<file path="src/rtl/vga_config_if.sv">
// Decoded register-write bus between address_decoder (master) and vga_config_ctrl (slave).
interface vga_config_if #(
  parameter int ADDR_W = 4,
  parameter int DATA_W = 4
);
  logic [ADDR_W-1:0] address;
  logic [DATA_W-1:0] data;
  logic              valid;
  logic              ack;

  modport master (output address, data, valid, input ack);
  modport slave  (input address, data, valid, output ack);
endinterface

</file>
<file path="src/rtl/vga_config_ctrl.sv">
// Shadow/active configuration bank for the VGA datapath with immediate or vsync-deferred commit.
// Optional readback port enabled by defining CFG_READBACK_EN.
//
// state  | meaning
// S_IDLE | waiting for a valid rise
// S_ACK  | ack driven for the transaction opened at the previous edge
module vga_config_ctrl #(
  parameter int ADDR_W   = 4,
  parameter int DATA_W   = 4,
  parameter int NUM_REGS = 16
) (
  input  logic                             clk,
  input  logic                             rst,
  vga_config_if.slave                      bus,
  input  logic                             vsync_start_i,
  output logic [(NUM_REGS-1)*DATA_W-1:0]   cfg_active_o,
  output logic                             cfg_update_o,
  output logic                             busy_o,
  output logic                             err_o
`ifdef CFG_READBACK_EN
  ,
  input  logic [ADDR_W-1:0]                rd_addr_i,
  output logic [DATA_W-1:0]                rd_data_o
`endif
);
  localparam int NSLOT  = NUM_REGS - 1;
  localparam int BANK_W = NSLOT * DATA_W;
  localparam logic [ADDR_W-1:0] CTRL_ADDR = ADDR_W'(NSLOT);

  typedef enum logic {S_IDLE, S_ACK} state_t;

  state_t              state_q, state_d;
  logic                valid_q, rise, is_ctrl, is_oor;
  logic                discard, imm_set, defer_set, load;
  logic                imm_q, imm_d, pending_q, pending_d, err_q, err_d, upd_q;
  logic [BANK_W-1:0]   shadow_q, shadow_d, active_q, active_d;

  assign rise      = bus.valid & ~valid_q;
  assign is_ctrl   = (bus.address == CTRL_ADDR);
  assign is_oor    = (32'(bus.address) >= 32'(NUM_REGS));
  assign discard   = rise & is_ctrl & bus.data[2];
  assign imm_set   = rise & is_ctrl & bus.data[1] & ~bus.data[2];
  assign defer_set = rise & is_ctrl & bus.data[0] & ~bus.data[2];
  // Immediate and deferred commit on the same edge collapse into one load.
  assign load      = imm_q | (vsync_start_i & pending_q);

  always_ff @(posedge clk or posedge rst) begin
    if (rst) state_q <= S_IDLE;
    else     state_q <= state_d;
  end

  always_comb begin
    state_d = state_q;
    case (state_q)
      S_IDLE:  if (rise) state_d = S_ACK;
      S_ACK:   state_d = rise ? S_ACK : S_IDLE;
      default: state_d = S_IDLE;
    endcase
  end

  always_comb begin
    bus.ack = (state_q == S_ACK);
  end

  always_comb begin
    shadow_d = shadow_q;
    active_d = load ? shadow_q : active_q;
    if (rise && !is_ctrl && !is_oor) begin
      for (int i = 0; i < NSLOT; i++)
        if (bus.address == ADDR_W'(i)) shadow_d[i*DATA_W +: DATA_W] = bus.data;
    end
    if (discard) shadow_d = active_q;
    pending_d = load ? 1'b0 : pending_q;
    if (discard)        pending_d = 1'b0;
    else if (defer_set) pending_d = 1'b1;
    imm_d = imm_set;
    err_d = rise & (is_oor | (is_ctrl & bus.data[3]));
  end

  // valid_q resets high so a valid held through reset is not seen as a rise.
  always_ff @(posedge clk or posedge rst) begin
    if (rst) begin
      valid_q   <= 1'b1;
      shadow_q  <= '0;
      active_q  <= '0;
      pending_q <= 1'b0;
      imm_q     <= 1'b0;
      err_q     <= 1'b0;
      upd_q     <= 1'b0;
    end else begin
      valid_q   <= bus.valid;
      shadow_q  <= shadow_d;
      active_q  <= active_d;
      pending_q <= pending_d;
      imm_q     <= imm_d;
      err_q     <= err_d;
      upd_q     <= load;
    end
  end

  assign cfg_active_o = active_q;
  assign cfg_update_o = upd_q;
  assign busy_o       = pending_q;
  assign err_o        = err_q;

`ifdef CFG_READBACK_EN
  logic [DATA_W-1:0] rd_q, rd_d;

  always_comb begin
    rd_d = '0;
    for (int i = 0; i < NSLOT; i++)
      if (rd_addr_i == ADDR_W'(i)) rd_d = shadow_q[i*DATA_W +: DATA_W];
  end

  always_ff @(posedge clk or posedge rst) begin
    if (rst) rd_q <= '0;
    else     rd_q <= rd_d;
  end

  assign rd_data_o = rd_q;
`endif
endmodule
</file>
<file path="src/flat_wrapper.sv">
// flat-port wrapper written by rule: the top's interface ports become plain ports
module vga_config_ctrl_flat 
#(
  parameter int ADDR_W   = 4,
  parameter int DATA_W   = 4,
  parameter int NUM_REGS = 16
)
  (clk, rst, vsync_start_i, cfg_active_o, cfg_update_o, busy_o, err_o, bus_address, bus_data, bus_valid, bus_ack);
  vga_config_if #(.ADDR_W(ADDR_W), .DATA_W(DATA_W)) bus_i ();
  input  logic clk;
  input  logic rst;
  input  logic vsync_start_i;
  output logic [(NUM_REGS-1)*DATA_W-1:0] cfg_active_o;
  output logic cfg_update_o;
  output logic busy_o;
  output logic err_o;
  input wire logic [$bits(bus_i.address)-1:0] bus_address;
  input wire logic [$bits(bus_i.data)-1:0] bus_data;
  input wire logic [$bits(bus_i.valid)-1:0] bus_valid;
  output wire logic [$bits(bus_i.ack)-1:0] bus_ack;
  assign bus_i.address = bus_address;
  assign bus_i.data = bus_data;
  assign bus_i.valid = bus_valid;
  assign bus_ack = bus_i.ack;
  vga_config_ctrl #(.ADDR_W(ADDR_W), .DATA_W(DATA_W), .NUM_REGS(NUM_REGS)) u_core (.clk(clk), .rst(rst), .bus(bus_i), .vsync_start_i(vsync_start_i), .cfg_active_o(cfg_active_o), .cfg_update_o(cfg_update_o), .busy_o(busy_o), .err_o(err_o));
endmodule
</file>
<file path="config.mk">
export PLATFORM = sky130hd
export DESIGN_NAME = vga_config_ctrl_flat
export DESIGN_NICKNAME = d
export VERILOG_FILES = /design/src/rtl/vga_config_if.sv /design/src/rtl/vga_config_ctrl.sv /design/src/flat_wrapper.sv
export SDC_FILE = /design/constraint.sdc
export NUM_CORES = 1
export LEC_CHECK = 0
export BUFFER_PORTS_ARGS = -buffer_cell sky130_fd_sc_hd__buf_2
export CORE_MARGIN = 5
export CORE_UTILIZATION = 61
export CTS_CLUSTER_SIZE = 40
export DETAILED_ROUTE_END_ITERATION = 12
export PLACE_DENSITY = 0.85
export SETUP_SLACK_MARGIN = 0.2
export SLEW_MARGIN = 10
export SYNTH_ARGS = -nofsm -noshare
export SYNTH_HDL_FRONTEND = slang
export SYNTH_SLANG_ARGS = --single-unit
</file>
<file path="constraint.sdc">
create_clock -name clk -period 6.11 [get_ports clk]
set_input_delay 0.3055 -clock clk [delete_from_list [all_inputs] [get_ports clk]]
set_output_delay 0.3055 -clock clk [all_outputs]
set_load 0.02 [all_outputs]
</file>
==> impl_metrics.py, run 1 <==
metrics = {
    "cells_and_area": {
        "utilization_pct": 73.95,
        "nNetsFinal": 560,
        "multi_input_area_um2": 1911,
        "final-seq-area_um2": 3154,
        "drive_gt1_share_pct": 29.95,
        "stdcell_count": 669,
        "area_delta_synth_final_pct": 19.51,
        "diodes": 0,
        "fill_cells": 588,
    },
    "drt": {
        "viasPerCell": 5.813,
        "drc": 0,
        "drt-initial-drc-count": 311,
        "totalWireLength_um": 12140,
        "avgRoutedWirePerCell_um": 18.15,
        "firstDrtPassIters": 4,
        "vias": 3889,
        "ant_nets": 0,
    },
    "clock_tree": {
        "clkLatencyLatePin_ns": 0.51,
        "clockRootBuffer": "clkbuf_8",
        "clock-sinks": 126,
        "cts_tree": "built",
        "cts_resized": 0,
        "cts-buffers-inserted": 17,
        "clock_path_buffers": 2,
        "ctsHtreeMaxLevel": 4,
        "cts_setup_buffers": 0,
        "hold_buffers": 2,
        "clkTransAtPathRegs_ns": 0.06,
    },
    "synth": {
        "synth_fp_nets": 490,
        "yosysUniqueCellTypes": 39,
        "ys_seq_area_share_pct": 59.32,
        "synth_top_family_by_area": "compound AO/OA/AOI/OAI gates",
        "synth_flop_cell": "dfrtp_1",
        "synth_area_leaders": "dfrtp_1, mux2_2, a21oi_1, o21ai_0, mux2i_1",
        "yosysMostFrequentCell": "dfrtp_1",
        "synthMuxAreaShare_pct": 11.91,
        "synthXorXnorAreaFrac_pct": 0,
        "synth-edff-count": 0,
        "yosysWarnings": 0,
        "synth-simple-area-share_pct": 8.753,
        "synth_common_cells": "dfrtp_1, a21oi_1, o21ai_0",
        "ys_ff_latch": 126,
        "synth_adder_area_share_pct": 0,
        "syn_inst": 478,
        "synth_top_area_share_pct": 58.82,
        "avgSynthCellArea_um2": 11.12,
        "async_reset_ff_share_pct": 100.0,
        "netlist_area_um2": 5318,
        "yosysTopAreaCell": "dfrtp_1",
        "synth_compound_area_share_pct": 15.06,
    },
    "timing": {
        "finalCriticalPeriod_ns": 2.364,
        "setup_violations": 0,
        "fmax_ghz": 0.4230,
        "layout_setup_ws_ns": 3.746,
        "slew_headroom_pct": 30.67,
        "tightest_slew_ns": 1.038,
        "slew_violations": 0,
        "final.period_utilization_pct": 38.70,
        "finClkSkew_ns": 0.005875,
        "grt_setup_unrepaired": "false",
        "tns_ns": 0,
        "hold_violations": 0,
    },
    "job": {
        "maxCapViolations": 0,
    },
    "global_route": {
        "antenna_found_initial": 0,
        "grt_pass1_wl_um": 20330,
        "grt_pass1_vias": 4044,
        "grt_use_total_pct": 24.98,
        "grt_overflow": 0,
        "grt_max_degree": 65,
    },
    "placed_design": {
        "dp_slack_ns": 3.772,
        "hpwl_um": 7249,
        "io_buffers": 75,
        "placed_cells": 635,
        "routabilityCongestion": 0.7498,
    },
    "setup_path": {
        "reg2reg_setup_slack_ns": 3.75,
        "crit_arrival_ns": 2.76,
        "crit_buf_inv": 1,
        "worstSetupStartpointType": "register",
        "rr_worst_depth": 3,
        "path_class": "reg2reg",
        "crit_path_end_kind": "register",
        "slowest_delay_ns": 0.83,
        "cp.required_ns": 6.50,
        "cp_max_fo": 46,
        "crit_family": "compound AO/OA/AOI/OAI gates",
        "rr_startpoint": "u_core.busy_o",
        "cpMaxStageDelayCell": "a21oi_4",
        "crit-reg2reg-capture": "u_core.cfg_active_o[56]",
        "crit_chain": "a21oi_4, buf_4, mux2_2",
    },
    "min_path": {
        "holdCritStartpoint": "bus_data[3]",
        "min_path_type": "in2reg",
        "hold_path_depth": 3,
        "min_to": "u_core.err_o",
    },
    "floorplan": {
        "io_pins": 76,
        "start_util_pct": 61.88,
        "coreArea_um2": 8593,
        "die_area_um2": 10680,
        "placementRows": 34,
        "die_h_um": 103.4,
        "dieWidth_um": 103.4,
    },
    "pwr": {
        "peakVddDrop_mv": 0.2924,
        "power.density_nw_per_um2": 510.9,
        "p_total_mw": 3.247,
        "leakagePower_nw": 3.028,
    },
    "status": {
        "status": "finished, final reports clean",
    },
}
## per-layer routing
layer | vias to the layer above | GRT usage (%) | part of all wire [%]
li1 | 1795 | - | -
met1 | 1944 | 33.03 | 41
met2 | 133 | 40.20 | 50
met3 | 17 | 6.103 | 7.6
met4 | 0 | 9.462 | 1.5
met5 | - | 0 | 0
## sequential cells by signal (all words and copies together) (netlist names)
name                 flops
u_core.cfg_active_o     60
u_core.valid_q           1
u_core.bus.ack           1
u_core.busy_o            1
u_core.cfg_update_o      1
u_core.imm_q             1
u_core.shadow_q         60
u_core.err_o             1
## cell families after synthesis
logic type / after synthesis
multiplexers: 58
AO/OA/AOI/OAI: 142
flip-flops: 126
buffers and inverters: 60
AND/OR/NAND/NOR: 92
## per-stage QoR
step	hold slack [ns]	area [µm²]
after detailed placement	0.4671	5717
final	0.1034	6355
after floorplan	0.3100	5318
after CTS	0.07961	6355
after global placement	0.4591	5717
after global routing	0.1103	6355
## worst register-to-register path: cells and delay by family, from the launching register on
kind	cells	cell delay (ns)
flops	1	0.41
mux	1	0.43
compound gates	1	0.83
buf+inv	1	0.57
## worst max-delay path by stage
stage | from | end | cells past startpoint
4_1_cts | u_core.busy_o | u_core.cfg_active_o[56] | 3
2_1_floorplan | rst | u_core.bus.ack | 1
5_1_grt | u_core.busy_o | u_core.cfg_active_o[56] | 3
3_3_place_gp | vsync_start_i | u_core.cfg_active_o[7] | 4
3_5_place_dp | vsync_start_i | u_core.cfg_active_o[58] | 4
6_report | u_core.busy_o | u_core.cfg_active_o[56] | 3
## final cells by class
type / count / share of cell area (%)
Clock inverter: 12 / 3.032
Clock buffer: 20 / 6.694
Timing Repair Buffer: 80 / 6.576
Tap cell: 108 / 2.126
Inverter: 31 / 1.870
Sequential cell: 126 / 49.64
Multi-Input combinational cell: 292 / 30.06
## cell usage in the layout, fill, tap and decap left out, drive strengths merged
master       synthesis  routed
a21oi               76      76
and3b                1       1
nor2                28      28
and4b                1       1
or2                  1       1
or3                  2       2
o211a                2       2
a211o                2       2
a211oi               3       3
buf                 22      78
o21a                 3       3
dfrtp              125     125
nand3b               2       2
and4                 3       3
nand4                1       1
o21ai               46      46
clkbuf               7      20
inv                 31      31
and3                 3       3
clkinvlp             0       3
dfstp                1       1
nor4                 1       1
nand3                5       5
nand2b               1       1
o21ba                1       1
nand2               35      35
dlygate4sd3          0       2
bufinv               0       5
nor3                 7       7
o211ai               9       9
mux2                42      42
mux2i               16      16
clkinv               0       4
nand4b               1       1
## where the power goes
group | total, mW | switching (mW) | internal (mW) | leakage, nW
Combinational | 0.848 | 0.520 | 0.328 | 1.22
Sequential | 1.35 | 0.211 | 1.14 | 1.51
Clock | 1.05 | 0.352 | 0.700 | 0.295
Note: power is estimated with default switching activity, not from simulation.
==> inputs of run 2 (changes only) <==
Settings changed: ABC_AREA set to 1, CORE_UTILIZATION 61 to 58, PLACE_DENSITY 0.85 to 0.81.
Clock period 6.11 ns to 2.2 ns, I/O delays scaled along.
==> impl_metrics.py, run 2 <==
metrics = {
    "synth": {
        "yosysMostFrequentCell": "nand2_1",
        "yosysUniqueCellTypes": 24,
        "ys_seq_area_share_pct": 52.71,
        "yosysTopAreaCell": "dfrtp_1",
        "ys_ff_latch": 126,
        "netlist_area_um2": 5984,
        "async_reset_ff_share_pct": 100.0,
        "avgSynthCellArea_um2": 8.153,
        "synth_common_cells": "nand2_1, dfrtp_1, nand4_1",
        "synth_area_leaders": "dfrtp_1, nand2_1, nand4_1, nand2_4, o21ai_0",
        "synth_flop_cell": "dfrtp_1",
        "yosysWarnings": 0,
        "syn_inst": 734,
        "synth_top_area_share_pct": 52.27,
        "synth-edff-count": 0,
        "synth_fp_nets": 746,
    },
    "timing": {
        "finClkSkew_ns": 0.01115,
        "fin_hold_ws_ns": 0.02189,
        "tightest_slew_ns": 0.7426,
        "finalCriticalPeriod_ns": 1.865,
        "slew_headroom_pct": 50.50,
        "final.period_utilization_pct": 84.75,
        "fmax_ghz": 0.5363,
        "layout_setup_ws_ns": 0.3354,
        "slew_violations": 0,
        "hold_violations": 0,
        "tns_ns": 0,
        "setup_violations": 0,
        "grt_setup_unrepaired": "false",
    },
    "setup_path": {
        "crit_arrival_ns": 2.33,
        "cp.required_ns": 2.66,
        "path_class": "in2reg",
        "rr_worst_depth": 7,
        "cp_max_fo": 19,
        "worstSetupStartpointType": "input pin",
        "crit_end": "u_core.shadow_q[18]",
        "crit-reg2reg-capture": "u_core.shadow_q[19]",
        "rr_startpoint": "u_core.valid_q",
        "crit_start": "bus_address[2]",
        "crit_path_end_kind": "register",
        "reg2reg_setup_slack_ns": 0.56,
    },
    "status": {
        "status": "finished, final reports clean",
    },
    "clock_tree": {
        "cts_tree": "built",
        "clkLatencyLatePin_ns": 0.53,
        "clock_path_buffers": 2,
        "clockRootBuffer": "clkbuf_8",
        "cts-buffers-inserted": 17,
        "clkTransAtPathRegs_ns": 0.06,
        "clock-sinks": 126,
        "ctsHtreeMaxLevel": 4,
    },
    "floorplan": {
        "coreArea_um2": 10180,
        "dieWidth_um": 111.6,
        "die_h_um": 111.6,
        "placementRows": 37,
        "io_pins": 76,
        "start_util_pct": 58.76,
        "die_area_um2": 12450,
    },
    "drt": {
        "totalWireLength_um": 15690,
        "drt-initial-drc-count": 491,
        "firstDrtPassIters": 6,
        "avgRoutedWirePerCell_um": 16.36,
        "ant_nets": 0,
        "drc": 0,
        "vias": 5378,
        "viasPerCell": 5.608,
    },
    "global_route": {
        "antenna_found_initial": 0,
        "grt_pass1_vias": 5415,
        "grt_pass1_wl_um": 26650,
        "grt_max_degree": 77,
        "grt_overflow": 0,
        "grt_use_total_pct": 26.55,
    },
    "placed_design": {
        "routabilityCongestion": 0.8215,
        "hpwl_um": 9809,
        "io_buffers": 75,
        "dp_slack_ns": 0.4177,
    },
    "min_path": {
        "min_path_type": "in2reg",
        "hold_path_depth": 5,
    },
    "pwr": {
        "leakagePower_nw": 3.893,
        "peakVddDrop_mv": 0.5728,
        "power.density_nw_per_um2": 1222,
        "p_total_mw": 8.508,
    },
    "cells_and_area": {
        "layout_commonest_cell": "nand2_1",
        "final_cell_mix": "nand2_1, dfrtp_1, buf_2",
        "fill_cells": 795,
        "area_delta_synth_final_pct": 16.31,
        "diodes": 0,
        "drive_gt1_share_pct": 19.20,
        "utilization_pct": 68.34,
        "nNetsFinal": 824,
    },
    "job": {
        "maxCapViolations": 0,
    },
}
[run 2: stage by stage]
step	std cells	area (µm²)
3_3_place_gp	921	6372
6_report	959	6960
5_1_grt	959	6960
2_1_floorplan	734	5988
4_1_cts	959	6958
3_5_place_dp	921	6372
[run 2: report_power, final]
| group | internal, mW | switching [mW] | leakage, nW | total (mW) |
|---|---|---|---|---|
| sequential | 3.12 | 0.584 | 1.62 | 3.70 |
| combinational | 0.775 | 1.61 | 2.02 | 2.39 |
| clock | 1.44 | 0.976 | 0.256 | 2.42 |
| total | 5.33 | 3.17 | 3.89 | 8.51 |
[run 2: how the worst min path moves through the flow]
| stage | slack [ns] | endpoint | start |
|---|---|---|---|
| finish | 0.02 | u_core.shadow_q[58] | bus_address[1] |
| global route | 0.04 | u_core.shadow_q[58] | bus_address[1] |
| CTS | 0.0009 | u_core.shadow_q[58] | bus_address[1] |
| detailed placement | 0.20 | u_core.cfg_active_o[47] | rst |
| global placement | 0.19 | u_core.cfg_active_o[44] | rst |
| floorplan | 0.11 | u_core.valid_q | bus_valid |
[run 2: metal layers]
metal  wire [µm]  track usage (%)
met3        1461            6.739
met5           0                0
met2        7404            41.62
met4         500            11.92
met1        6328            35.09
[run 2: worst max-delay path, stage by stage]
cell and delay (ns):
dlygate4sd3_1 0.54, buf_2 0.17, nand2_2 0.09, nor2_4 0.50
buf_4 0.38, a21oi_1 0.07, nor2_1 0.27, nand2_1 0.12
nand2_1 0.08
[run 2: final cells by class]
| type | instances | area (µm²) | share of cell area (%) |
|---|---|---|---|
| inverter | 37 | 145.1 | 2.085 |
| sequential | 126 | 3154 | 45.32 |
| timing repair buffer | 96 | 565.5 | 8.125 |
| tap | 136 | 170.2 | 2.445 |
| clock inverter | 8 | 42.54 | 0.6112 |
| clock buffer | 22 | 462.9 | 6.651 |
| multi-input combinational | 534 | 2420 | 34.77 |
[run 2: cells by family (layout without fill, tap and decap cells)]
kind of cell / after synthesis / after routing / share of synthesized area, %
compound gates: 49 / 49 / 4.579
simple gates: 485 / 485 / 35.73
flops: 126 / 126 / 52.71
buf+inv: 74 / 163 / 6.983
[run 2: what timing repair did]
action / CTS / global route
gates resized for setup: 0 / 1
buffers inserted: 0 / 0
endpoints found under the setup margin: 0 / 59
hold buffers: 8 / 0
hold endpoints to repair: 33 / 0
==> inputs of run 3 (changes only) <==
Settings changed: ABC_AREA 1 to 0, CORE_UTILIZATION 58 to 57, PLACE_DENSITY 0.81 to 0.8.
Clock period 2.2 ns to 1.8 ns, I/O delays scaled along.
==> impl_metrics.py, run 3 (synthesis results as in run 1) <==
metrics = {
    "drt": {
        "avgRoutedWirePerCell_um": 17.94,
        "totalWireLength_um": 12310,
        "firstDrtPassIters": 5,
        "ant_nets": 0,
        "drt-initial-drc-count": 261,
        "drc": 0,
        "viasPerCell": 5.738,
        "vias": 3936,
    },
    "floorplan": {
        "dieWidth_um": 106.6,
        "die_h_um": 106.6,
        "coreArea_um2": 9153,
        "placementRows": 35,
        "start_util_pct": 58.10,
        "io_pins": 76,
        "die_area_um2": 11360,
    },
    "setup_path": {
        "cp_max_fo": 17,
        "path_class": "reg2reg",
        "rr_worst_depth": 4,
        "cp.required_ns": 2.17,
        "crit_arrival_ns": 1.89,
        "reg2reg_setup_slack_ns": 0.29,
        "worstSetupStartpointType": "register",
        "crit_path_end_kind": "register",
    },
    "min_path": {
        "hold_path_depth": 3,
        "min_path_type": "in2reg",
    },
    "global_route": {
        "grt_max_degree": 127,
        "use_met2_pct": 37.46,
        "grt_pass1_vias": 4043,
        "grt_use_total_pct": 23.18,
        "antenna_found_initial": 0,
        "use_met1_pct": 30.60,
        "grt_busiest_layer": "met2",
        "use_met3_pct": 6.743,
        "grt_pass1_wl_um": 20440,
        "grt_overflow": 0,
    },
    "clock_tree": {
        "clkLatencyLatePin_ns": 0.51,
        "clock_path_buffers": 2,
        "clock-sinks": 126,
        "cts-buffers-inserted": 17,
        "cts_setup_buffers": 0,
        "cts_tree": "built",
        "clkTransAtPathRegs_ns": 0.06,
        "clockRootBuffer": "clkbuf_8",
        "ctsHtreeMaxLevel": 4,
    },
    "cells_and_area": {
        "layout_commonest_cell": "dfrtp_1",
        "area_delta_synth_final_pct": 22.80,
        "drive_gt1_share_pct": 31.48,
        "final_cell_mix": "dfrtp_1, buf_2, a21oi_1",
        "utilization_pct": 71.35,
        "nNetsFinal": 575,
        "diodes": 0,
    },
    "timing": {
        "final.period_utilization_pct": 84.15,
        "grt_setup_unrepaired": "false",
        "setup_violations": 0,
        "fmax_ghz": 0.6602,
        "finClkSkew_ns": 0.004567,
        "tightest_slew_ns": 0.6616,
        "finalCriticalPeriod_ns": 1.515,
        "slew_headroom_pct": 55.89,
        "hold_violations": 0,
        "fin_hold_ws_ns": 0.02955,
        "slew_violations": 0,
        "tns_ns": 0,
    },
    "pwr": {
        "peakVddDrop_mv": 0.8234,
        "power.density_nw_per_um2": 1669,
        "leakagePower_nw": 3.114,
    },
    "placed_design": {
        "io_buffers": 75,
        "routabilityCongestion": 0.7845,
        "hpwl_um": 7711,
    },
    "job": {
        "maxCapViolations": 0,
    },
    "status": {
        "status": "finished, final reports clean",
    },
}
-- run 3: changes by cell type in the layout (fill, tap and decap cells not counted), moves of 9 or more --
cell / change
a21oi_1: +68
mux2_2: +42
mux2i_1: +16
nand2_1: -358
nand2_4: -15
nand4_1: -48
nor2_1: +20
o211ai_1: +9
o21ai_0: +11
-- run 3: what timing repair did --
action                                 CTS  global route
resized for setup                        1            12
hold buffers                             5             0
endpoints found under the hold margin  129             0
setup endpoints to repair               14            48
-- run 3: final cells by class --
type	count	area (µm²)
Sequential cell	126	3154
Fill cell	657	2623
Multi-Input combinational cell	292	1939
Timing Repair Buffer	95	578.1
Clock buffer	25	494.2
Tap cell	111	138.9
Inverter	31	120.1
Clock inverter	6	105.1
-- run 3: final timing paths --
| kind | from | endpoint |
|---|---|---|
| worst max-delay path | u_core.valid_q | u_core.shadow_q[18] |
| worst min-delay path | bus_data[2] | u_core.shadow_q[26] |
| worst max register to register | u_core.valid_q | u_core.shadow_q[18] |
| worst min register to register | u_core.shadow_q[57] | u_core.shadow_q[57] |
| max in group asynchronous | rst | u_core.shadow_q[16] |
| min in group asynchronous | rst | u_core.cfg_active_o[47] |
-- run 3: metal layers --
layer  vias up  wire, µm
li1       1826         -
met1      1982      5304
met2       112      6128
met3        16       665
met4         0       205
met5         -         0
-- run 3: per-stage QoR --
stage	total power, mW	instances	instance area, µm²	setup WS [ns]
finish	10.90	686	6530	0.2852
global route	11.49	686	6530	0.1866
CTS	10.98	686	6494	0.1846
detailed placement	7.500	650	5837	0.07937
global placement	7.328	650	5837	0.1763
floorplan	6.361	478	5321	0.1575
-- run 3: critical path: stages, from the launching register on --
cell,delay (ns)
dfstp_2,0.39
and4b_4,0.40
nand3_4,0.22
o211ai_1,0.24
o21ai_0,0.13
-- run 3: where the power goes --
group          leakage, nW  switching, mW  total, mW  internal, mW
Clock                0.298           1.14       3.42          2.28
Sequential            1.51          0.701       4.56          3.86
Combinational         1.31           1.78       2.92          1.15
Total                 3.11           3.61       10.9          7.28
